**config.mk**
```make
export PLATFORM = sky130hd
export DESIGN_NAME = fetch_unit_flat
export DESIGN_NICKNAME = d
export VERILOG_FILES = /design/src/rtl/fetch_unit_if.sv /design/src/rtl/fetch_unit.sv /design/src/flat_wrapper.sv
export SDC_FILE = /design/constraint.sdc
export NUM_CORES = 1
export LEC_CHECK = 0
export CORE_ASPECT_RATIO = 1.1
export CORE_MARGIN = 2
export CORE_UTILIZATION = 49
export DETAILED_ROUTE_END_ITERATION = 10
export HOLD_SLACK_MARGIN = 0.06
export PLACE_DENSITY = 0.81
export SYNTH_ARGS = -nofsm -noshare
export SYNTH_HDL_FRONTEND = slang
export SYNTH_SLANG_ARGS = --single-unit
```
**constraint.sdc**
```tcl
create_clock -name clk -period 2.7 [get_ports clk]
set_input_delay 0.405 -clock clk [delete_from_list [all_inputs] [get_ports clk]]
set_output_delay 0.405 -clock clk [all_outputs]
set_load 0.01 [all_outputs]
```
**src/rtl/fetch_unit_if.sv**
```systemverilog
// Fetch-stage bus bundle: instruction-memory read port, decode handoff and redirect/fault lines.
// The master modport is the fetch unit; the slave modport is memory, decode and execute together.
interface fetch_unit_if;
    logic        mem_req;
    logic [31:0] mem_addr;
    logic        mem_ack;
    logic [31:0] mem_rdata;
    logic        instr_valid;
    logic        instr_ready;
    logic [31:0] instr;
    logic [31:0] instr_pc;
    logic        redirect_valid;
    logic [31:0] redirect_pc;
    logic        fault;

    modport master (
        output mem_req, mem_addr, instr_valid, instr, instr_pc, fault,
        input  mem_ack, mem_rdata, instr_ready, redirect_valid, redirect_pc
    );

    modport slave (
        input  mem_req, mem_addr, instr_valid, instr, instr_pc, fault,
        output mem_ack, mem_rdata, instr_ready, redirect_valid, redirect_pc
    );
endinterface

```
**src/rtl/fetch_unit.sv**
```systemverilog
// Instruction fetch stage: owns the PC, reads words over req/ack, hands them to decode
// over valid/ready and follows redirects, parking in FAULT on misaligned targets.
module fetch_unit #(
    parameter logic [31:0] RESET_VECTOR = 32'h0000_0000
) (
    input  logic         clk,
    input  logic         reset_n,
    fetch_unit_if.master bus
);
    localparam logic [1:0] IDLE  = 2'd0;
    localparam logic [1:0] REQ   = 2'd1;
    localparam logic [1:0] HOLD  = 2'd2;
    localparam logic [1:0] FAULT = 2'd3;

    logic [1:0]  state;
    logic [31:0] pc;
    logic [31:0] instr_q;
    logic [31:0] instr_pc_q;
    logic        pend_redir;
    logic [31:0] pend_pc;
    logic [31:0] ack_target;

    // A redirect arriving in the ack cycle is newer than any saved one.
    assign ack_target = bus.redirect_valid ? bus.redirect_pc : pend_pc;

    always_ff @(posedge clk) begin
        if (!reset_n) begin
            state      <= IDLE;
            pc         <= RESET_VECTOR;
            instr_q    <= '0;
            instr_pc_q <= '0;
            pend_redir <= 1'b0;
            pend_pc    <= '0;
        end else begin
            case (state)
                IDLE: state <= REQ;
                REQ: begin
                    if (bus.mem_ack) begin
                        if (bus.redirect_valid || pend_redir) begin
                            pend_redir <= 1'b0;
                            pc         <= ack_target;
                            state      <= (ack_target[1:0] != 2'b00) ? FAULT : REQ;
                        end else begin
                            instr_q    <= bus.mem_rdata;
                            instr_pc_q <= pc;
                            state      <= HOLD;
                        end
                    end else if (bus.redirect_valid) begin
                        pend_redir <= 1'b1;
                        pend_pc    <= bus.redirect_pc;
                    end
                end
                HOLD: begin
                    if (bus.redirect_valid) begin
                        pc    <= bus.redirect_pc;
                        state <= (bus.redirect_pc[1:0] != 2'b00) ? FAULT : REQ;
                    end else if (bus.instr_ready) begin
                        pc    <= pc + 32'd4;
                        state <= REQ;
                    end
                end
                FAULT: begin
                    if (bus.redirect_valid && (bus.redirect_pc[1:0] == 2'b00)) begin
                        pc    <= bus.redirect_pc;
                        state <= REQ;
                    end
                end
                default: state <= IDLE;
            endcase
        end
    end

    assign bus.mem_req     = (state == REQ);
    assign bus.mem_addr    = pc;
    assign bus.instr_valid = (state == HOLD);
    assign bus.fault       = (state == FAULT);
    assign bus.instr       = instr_q;
    assign bus.instr_pc    = instr_pc_q;
endmodule

```
**src/flat_wrapper.sv**
```systemverilog
// flat-port wrapper written by rule: the top's interface ports become plain ports
module fetch_unit_flat 
#(
    parameter logic [31:0] RESET_VECTOR = 32'h0000_0000
)
  (clk, reset_n, bus_mem_req, bus_mem_addr, bus_instr_valid, bus_instr, bus_instr_pc, bus_fault, bus_mem_ack, bus_mem_rdata, bus_instr_ready, bus_redirect_valid, bus_redirect_pc);
  fetch_unit_if bus_i ();
  input  logic clk;
  input  logic reset_n;
  output wire logic [$bits(bus_i.mem_req)-1:0] bus_mem_req;
  output wire logic [$bits(bus_i.mem_addr)-1:0] bus_mem_addr;
  output wire logic [$bits(bus_i.instr_valid)-1:0] bus_instr_valid;
  output wire logic [$bits(bus_i.instr)-1:0] bus_instr;
  output wire logic [$bits(bus_i.instr_pc)-1:0] bus_instr_pc;
  output wire logic [$bits(bus_i.fault)-1:0] bus_fault;
  input wire logic [$bits(bus_i.mem_ack)-1:0] bus_mem_ack;
  input wire logic [$bits(bus_i.mem_rdata)-1:0] bus_mem_rdata;
  input wire logic [$bits(bus_i.instr_ready)-1:0] bus_instr_ready;
  input wire logic [$bits(bus_i.redirect_valid)-1:0] bus_redirect_valid;
  input wire logic [$bits(bus_i.redirect_pc)-1:0] bus_redirect_pc;
  assign bus_mem_req = bus_i.mem_req;
  assign bus_mem_addr = bus_i.mem_addr;
  assign bus_instr_valid = bus_i.instr_valid;
  assign bus_instr = bus_i.instr;
  assign bus_instr_pc = bus_i.instr_pc;
  assign bus_fault = bus_i.fault;
  assign bus_i.mem_ack = bus_mem_ack;
  assign bus_i.mem_rdata = bus_mem_rdata;
  assign bus_i.instr_ready = bus_instr_ready;
  assign bus_i.redirect_valid = bus_redirect_valid;
  assign bus_i.redirect_pc = bus_redirect_pc;
  fetch_unit #(.RESET_VECTOR(RESET_VECTOR)) u_core (.clk(clk), .reset_n(reset_n), .bus(bus_i));
endmodule
```
# After elaboration in Yosys (flattened, before gate mapping)

Index checks and enable logic that the tools add are counted.
W data, S select, Z words.

Register bits after elaboration: 131
Output and inout bits: 99
Word-level logic and storage cells: 48

Add/sub/neg operators: 1
Eq/ne operators: 8
Mux-type cells: 18
Bitwise operators: 2
Reduce and logical (&&, ||, !) cells: 13

Operator list:

| kind                    | number |
|---|---|
| $mux W32                | 6 |
| $pmux W32 S3            | 1 |
| $add A32 B3 Y32 const B | 1 |
| $mux W2                 | 7 |
| $reduce_and A3 Y1       | 3 |
| $ne A2 B1 Y1 const B    | 4 |
| $pmux W2 S4             | 1 |
| $reduce_bool A2 Y1      | 3 |
| $reduce_and A5 Y1       | 1 |
| $eq A2 B2 Y1 const B    | 2 |
| $logic_not A2 Y1        | 2 |
| $mux W1                 | 3 |
| $ne A3 B1 Y1 const B    | 1 |
| $reduce_bool A3 Y1      | 1 |
| $eq A2 B1 Y1 const B    | 1 |
| $not A1 Y1              | 2 |
| $reduce_and A2 Y1       | 1 |
| $logic_and A1 B1 Y1     | 1 |
| $logic_or A1 B1 Y1      | 1 |

# Logic depth before layout (Yosys ltp)

Gate-level depths: netlist of the first run.

Word-level depth: 6
Depth in mapped cells: 10
Depth with buffers taken out: 7

# Worst setup path after synthesis of the first run

Ideal clock, no wire load.

Kind: register to register
Start: register u_core.pc[2] (netlist: u_core.bus.mem_addr[2])
End: register u_core.pc[26] (netlist: u_core.bus.mem_addr[26])
Setup time: 58 ps
Arrival time: 2,127 ps
Required time: 2,642 ps
Slack: 515 ps
Cell stages (with the launch flop): 7
Clock period less this slack: 2,185 ps
Cell sequence: dfxtp_1 ha_1 nand4_2 or4_4 or4_1 a21oi_1 o21a_1

Longest elaborated chain between the ends: 4

Ends and longest elaborated chain:

| element                  | RTL line         | text |
|---|---|---|
| start: declaration       | fetch_unit.sv:16 | `logic [31:0] pc;` |
| start signal: assignment | fetch_unit.sv:41 | `pc <= ack_target;` |
| start signal: assignment | fetch_unit.sv:55 | `pc <= bus.redirect_pc;` |
| start signal: assignment | fetch_unit.sv:58 | `pc <= pc + 32'd4;` |
| $add A32 B3 Y32          | fetch_unit.sv:58 |  |
| $mux W32                 | fetch_unit.sv:57 | `end else if (bus.instr_ready) begin` |
| $mux W32                 | fetch_unit.sv:54 | `if (bus.redirect_valid) begin` |
| $pmux W32 S3             | fetch_unit.sv:35 | `case (state)` |

No other way between the ends. The select of a mux whose other input is x is not followed.
A chain may end at the register's enable or synchronous reset.

# Worst setup path in the final report of the first run

Start: register u_core.state[1]
End: register u_core.pc[1] (netlist: u_core.bus.mem_addr[1])

Longest elaborated chain between the ends: 3
Elaborated cells between the ends (all ways): 10
Classes of those cells: eq/ne: 7; mux: 1; reduce/logical: 2

Ends and longest elaborated chain:

| element                                                     | RTL line         | text |
|---|---|---|
| start: declaration                                          | fetch_unit.sv:15 | `logic [1:0] state;` |
| start signal: assignment                                    | fetch_unit.sv:42 | `state <= (ack_target[1:0] != 2'b00) ? FAULT : REQ;` |
| start signal: assignment                                    | fetch_unit.sv:56 | `state <= (bus.redirect_pc[1:0] != 2'b00) ? FAULT : REQ;` |
| $eq A2 B2 Y1 / $eq A2 B1 Y1 (equally long branches)         | fetch_unit.sv:35 |  |
| $ne A3 B1 Y1 (no source line), or another cell as far along | --               |  |
| $reduce_and A5 Y1 (no source line)                          | --               |  |

Several ways; a longest one is shown, not always the timed one.

==> flow_summary_export.csv, run 1 <==
group,metric,value,unit
status,status,"finished clean",
critical_path,cp.required,3.00,ns
clocking,cts_tree,"built",
floorplanning,coreArea,12140,µm²
synth,synth_area,6142,µm²
global_route,grt.total_usage,0.2776,
place,dp_hpwl,12840,µm
cells_and_area,fill_cells,968,
synth,syn_nets,854,
synth,syn_avg_cell_area,7.875,µm²
critical_path,start_kind,"flop",
critical_path,cp_max_fo,20,
global_route,grt_pass1_vias,6080,
clocking,h-tree-depth,4,
route,viasPerCell,5.755,
synth,synth_area_leaders,"dfxtp_1, nand2_1, a21boi_0, clkbuf_1, o21ai_0",
timing,finalCritPeriodShare,0.8522,
place,globalplace.congestion,0.8805,
critical_path,critPathSlowestCell,"ha_1",
power,power.total,5832,µW
route,drc,0,
route,drt-initial-drc-count,522,
route,drt-wirelength-per-cell,17.19,µm
power,ir_drop,0.0003856,V
synth,synth-edff-count,0,
global_route,grt_max_degree,67,
global_route,grt_overflow,0,
clocking,clk_pin_slew,0.06,ns
synth,synth_top_family_by_area,"compound AO/OA/AOI/OAI gates",
job,maxCapViolCount,0,
timing,drv_slew,0,
synth,synth-compound-area-share,0.2758,
timing,clock_skew,0.008541,ns
critical_path,cp_data_arrival_time,2.60,ns
power,switching_share,0.2862,
critical_path,path_delay_family,"compound AO/OA/AOI/OAI gates",
clocking,root_buffer,"clkbuf_16",
global_route,grt_util_met2,0.4624,
clocking,post_cts_resized,0,
timing,max_slew.worst_pin.slew,0.6910,ns
cells_and_area,final_common_cell,"nand2_1",
synth,synth-adder-area-share,0.01019,
critical_path,setup.worst_path.end_class,"flop",
clocking,cts.sinks,131,
synth,muxShareOfSynthArea,0,
synth,yosys_register_bits,131,
floorplanning,die_w,110.8,µm
critical_path,slowest_delay,0.42,ns
global_route,busiest_layer,"met2",
timing,fin_crit,2.301,ns
timing,maxSlewHeadroom,0.5393,
power,p_comb_frac,0.221,
global_route,grt_pass1_wl,30520,µm
power,p_switching,1669,µW
cells_and_area,layout_common_cells,"nand2_1, clkdlybuf4s50_1, dfxtp_1",
cells_and_area,drive_above_1_share,0.07920,
synth,synth_top_area_share,0.4270,
place,portBuffers,167,
place,dp.cells,1069,
synth,synthCells,780,
route,vias,6336,
cells_and_area,fin_cells,1101,
floorplanning,die_h,121.4,µm
floorplanning,io_pins,168,
synth,synth_cell_type_count,54,
clocking,ctsHoldBuffers,0,
timing,setup_tns,0,ns
timing,rsz0062_at_grt,"false",
global_route,use_met3,0.06094,
cells_and_area,final_nets,1008,
floorplanning,start_util,0.5060,
power,p_int,4163,µW
critical_path,crit_path_cell_trace,"ha_1, inv_1, o221ai_1, a211o_1, buf_12, nor2_1, o211a_1",
critical_path,cp.buffers_inverters,2,
synth,ys_seq_area_frac,0.4270,
global_route,met1_usage,0.3517,
global_route,antenna_found_initial,0,
synth,synth_warnings,0,
timing,fmax,434.6,MHz
power,p_leak,0.003054,µW
critical_path,critPathKind,"flop to flop",
worst_hold_path,min_path_type,"flop to flop",
floorplanning,rows,42,
cells_and_area,num_antenna_cells,0,
clocking,clockBufferDepth,2,
clocking,cts_buffers,17,
power,cellPowerDensity,677.1,nW/µm²
floorplanning,die_area,13450,µm²
power,pwr-share-clk,0.391,
timing,finalHoldViolCount,0,
synth,synthArstFlopShare,0,
route,drt-pass1-iter-count,5,
clocking,clk_latency,0.41,ns
timing,setup_viol,0,
route,ant_nets,0,
synth,synthSimpleGateAreaFrac,0.2412,
synth,synthXorXnorAreaFrac,0,
power,power_frac_seq,0.388,
cells_and_area,syn_to_final_growth,40.23,%
clocking,cts_setup_buffers,0,
timing,fin_hold_ws,0.4567,ns
synth,synth_area_leader_cell,"dfxtp_1",
route,wl,18920,µm
synth,ys.flop_type,"dfxtp_1",
-- power groups by stage --
| stage | Sequential [µW] | Combinational [µW] | Clock [µW] |
|---|---|---|---|
| final | 2260 | 1290 | 2280 |
| after global routing | 2280 | 1390 | 2400 |
| after CTS | 2250 | 1280 | 2310 |
| after detailed placement | 2290 | 1270 | 0 |
| after global placement | 2290 | 1230 | 0 |
| after floorplan | 2310 | 602 | 0 |
-- cells by family (layout without fill, tap and decap cells) --
kind of cell,count (synthesis),in the layout
flip-flops,131,131
adder cells (fa/ha/maj),5,5
buffers and inverters,72,239
AO/OA/AOI/OAI,237,237
AND/OR/NAND/NOR,335,335
-- metrics by stage --
step	area [µm²]	worst slack (ns)	utilization
2_1_floorplan	6142	0.5146	-
3_5_place_dp	8026	0.08336	0.6612
4_1_cts	8613	0.4128	0.7095
5_1_grt	8613	0.1534	0.7095
3_3_place_gp	8026	0.2278	0.6612
6_report	8613	0.3991	0.7095
-- metal layers --
layer  vias to the layer above  wire length, µm
met5                         -                0
met4                         0              450
met3                        40             1428
met2                       322             9060
met1                      2932             7984
li1                       3042                -
-- worst register-to-register path: cells and delay by family, from the launching register on --
kind	cells	cell delay, ns
AO/OA/AOI/OAI	3	0.94
adder cells (fa/ha/maj)	1	0.42
buffers and inverters	2	0.39
flip-flops	1	0.39
AND/OR/NAND/NOR	1	0.07
-- area by class of cell --
type	instances	area (µm²)	share of cell area
well taps	154	192.7	0.02237
clock inverters	10	132.6	0.01540
flip-flops and latches	131	2623	0.3045
repair buffers	198	1927	0.2237
clock buffers	22	454.2	0.05273
multi-input cells	577	3251	0.3774
inverters	9	33.78	0.003922
-- cell usage after synthesis, types with 3 or more instances --
| cell type | n |
|---|---|
| nor3_1 | 6 |
| ha_1 | 5 |
| nand4_1 | 6 |
| inv_1 | 9 |
| nor2b_1 | 4 |
| buf_2 | 8 |
| a21oi_1 | 26 |
| and4_1 | 5 |
| dfxtp_1 | 131 |
| nor3b_1 | 3 |
| nand2_1 | 231 |
| o22ai_1 | 5 |
| a21boi_0 | 109 |
| nor2_1 | 23 |
| or2_2 | 3 |
| o31a_1 | 4 |
| nand3_1 | 16 |
| clkbuf_1 | 53 |
| o21a_1 | 3 |
| a21o_1 | 4 |
| or4_1 | 4 |
| a32o_1 | 4 |
| o21ai_0 | 29 |
| a31oi_1 | 9 |
| a221oi_1 | 4 |
| and3_1 | 17 |
| o211ai_1 | 9 |
| nor4_1 | 6 |
| o311ai_0 | 4 |
| o211a_1 | 5 |
| a41oi_1 | 4 |
-- sequential cells by signal (all words and copies together) (netlist names) --
name / flops
u_core.bus.instr_pc: 32
u_core.bus.mem_addr: 32
u_core.bus.instr: 32
u_core.state: 2
u_core.pend_redir: 1
u_core.pend_pc: 32
-- path summary, 6_finish.rpt --
kind | start | to | slack, ns | cells after the start
max | u_core.state[1] | u_core.bus.mem_addr[1] | 0.40 | 7
max reg2reg | u_core.state[1] | u_core.bus.mem_addr[1] | 0.40 | 7
min reg2reg | u_core.pend_pc[7] | u_core.pend_pc[7] | 0.46 | 2
min | u_core.pend_pc[7] | u_core.pend_pc[7] | 0.46 | 2
No activity file was read; power rests on OpenSTA's default activity.
==> inputs of run 2 (changes only) <==
--- a/config.mk
+++ b/config.mk
@@ -11,6 +11,7 @@
 export DETAILED_ROUTE_END_ITERATION = 10
 export HOLD_SLACK_MARGIN = 0.06
 export PLACE_DENSITY = 0.81
+export REMOVE_ABC_BUFFERS = 1
 export SYNTH_ARGS = -nofsm -noshare
 export SYNTH_HDL_FRONTEND = slang
 export SYNTH_SLANG_ARGS = --single-unit
==> run 2 against run 1 <==
  * Register-to-register slack worse by 0.20 ns
  * Sequential cell count unchanged
  * Clock skew down 0.0025 ns
  * Worst hold slack better by 0.0015 ns
  * Sequential share of layout area down 0.11 points
  * First-iteration DRC count down 13%
  * Via count down 0.60%
  * Utilization up 0.26 points
  * Maximum frequency down 7.8%
  * Sequential power about the same
  * Worst setup slack worse by 0.20 ns
  * Critical path type unchanged
  * Largest power group unchanged
  * Highest routed layer unchanged
==> flow_summary_export.csv, run 2 (synthesis gave the netlist of run 1 again) <==
group,metric,value,unit
critical_path,cp.required,3.01,ns
timing,maxSlewHeadroom,0.5325,
global_route,grt.total_usage,0.2670,
clocking,clk_pin_slew,0.05,ns
clocking,cts.sinks,131,
timing,finalCritPeriodShare,0.9244,
clocking,h-tree-depth,4,
floorplanning,start_util,0.5060,
timing,setup_viol,0,
critical_path,start_kind,"flop",
critical_path,setup.worst_path.end_class,"flop",
critical_path,slowest_delay,0.50,ns
route,drc,0,
route,ant_nets,0,
power,ir_drop,0.0003461,V
route,drt-pass1-iter-count,5,
global_route,grt_overflow,0,
timing,clock_skew,0.006011,ns
critical_path,critPathSlowestCell,"o221ai_1",
floorplanning,die_w,110.8,µm
worst_hold_path,min_path_type,"flop to flop",
timing,fin_crit,2.496,ns
place,portBuffers,167,
cells_and_area,final_common_cell,"nand2_1",
timing,max_slew.worst_pin.slew,0.7012,ns
status,status,"finished clean",
cells_and_area,post-route-cell-area,8645,µm²
floorplanning,coreArea,12140,µm²
timing,worst_slack,0.2040,ns
global_route,grt_pass1_wl,29670,µm
clocking,clockBufferDepth,2,
critical_path,crit_path_cell_trace,"ha_1, inv_1, o221ai_1, a211o_1, buf_12, nor2_1, o211a_1",
timing,fmax,400.6,MHz
timing,drv_slew,0,
floorplanning,io_pins,168,
route,viasPerCell,5.741,
route,drt-wirelength-per-cell,16.52,µm
cells_and_area,num_antenna_cells,0,
clocking,cts_buffers,17,
power,p_leak,0.003076,µW
route,drt-initial-drc-count,452,
floorplanning,die_h,121.4,µm
critical_path,cp_max_fo,19,
cells_and_area,final_nets,1007,
critical_path,cp.buffers_inverters,2,
timing,finalHoldViolCount,0,
place,preCtsSetupSlack,-0.1163,ns
clocking,cts_setup_buffers,0,
floorplanning,die_area,13450,µm²
power,cellPowerDensity,676.0,nW/µm²
place,dp_hpwl,12520,µm
global_route,grt_max_degree,85,
clocking,cts_tree,"built",
cells_and_area,syn_to_final_growth,40.74,%
job,maxCapViolCount,0,
floorplanning,rows,42,
cells_and_area,drive_above_1_share,0.07953,
global_route,antenna_found_initial,0,
cells_and_area,layout_common_cells,"nand2_1, clkdlybuf4s50_1, dfxtp_1",
place,placed_area,8044,µm²
clocking,root_buffer,"clkbuf_16",
critical_path,path_delay_family,"compound AO/OA/AOI/OAI gates",
route,vias,6298,
route,wl,18120,µm
clocking,clk_latency,0.41,ns
global_route,grt_pass1_vias,5943,
critical_path,cp_data_arrival_time,2.80,ns
clocking,ctsHoldBuffers,0,
timing,rsz0062_at_grt,"false",
critical_path,critPathKind,"flop to flop",
place,globalplace.congestion,0.9083,
[run 2: cell count changes in the layout (fill, tap and decap cells not counted), sizes merged]
cell      delta
clkinvlp     -3
clkinv       -2
clkbuf       +3
bufinv       -1
buf          -1
[run 2: final timing paths]
kind                                         start                     end  slack [ns]  cells past startpoint
worst max register to register     u_core.state[1]  u_core.bus.mem_addr[1]        0.20                      7
worst max-delay path               u_core.state[1]  u_core.bus.mem_addr[1]        0.20                      7
worst min-delay path            u_core.pend_pc[22]      u_core.pend_pc[22]        0.46                      2
worst min register to register  u_core.pend_pc[22]      u_core.pend_pc[22]        0.46                      2
[run 2: worst reg2reg max path, delay by kind of cell, from the launching register on]
kind | cells | cell delay (ns)
AO/OA/AOI/OAI | 3 | 1.18
adder cells (fa/ha/maj) | 1 | 0.38
buffers and inverters | 2 | 0.37
flip-flops | 1 | 0.39
AND/OR/NAND/NOR | 1 | 0.07
[run 2: area by class of cell]
cell class,count,area (µm²)
Tap cell,154,192.7
Clock inverter,4,70.07
Fill cell,983,3495
Multi-Input combinational cell,577,3256
Timing Repair Buffer,197,1944
Clock buffer,25,525.5
Sequential cell,131,2623
Inverter,9,33.78
[run 2: repair_timing]
action	4_1_cts	5_1_grt
hold endpoints to repair	0	0
resized for setup	0	1
endpoints found under the setup margin	0	3
[run 2: power breakdown]
part           internal (µW)  switching, µW  leakage (µW)  total [µW]
Clock                   1510            790      0.000297        2300
Combinational            616            663       0.00172        1280
Sequential              2090            171       0.00106        2260
Total                   4220           1620       0.00308        5840
[run 2: metrics by stage]
stage / power [µW] / TNS [ns] / hold WS (ns) / instances / util
CTS: 5859 / 0 / 0.4637 / 1097 / 0.7117
global placement: 3507 / 0 / 0.4468 / 1068 / 0.6626
floorplan: 2836 / -119.48 / 0.4389 / 717 / -
detailed placement: 3563 / -1.523 / 0.4559 / 1068 / 0.6626
finish: 5843 / 0 / 0.4582 / 1097 / 0.7121
global route: 6089 / 0 / 0.4797 / 1097 / 0.7121
[run 2: per-layer routing]
metal  GRT usage  vias to the layer above  share of wire
met2      0.4659                      297           0.50
met3     0.05544                       29          0.064
met1      0.3275                     2946           0.41
li1            -                     3026              -
met4     0.09531                        0          0.017
met5           0                        -              0
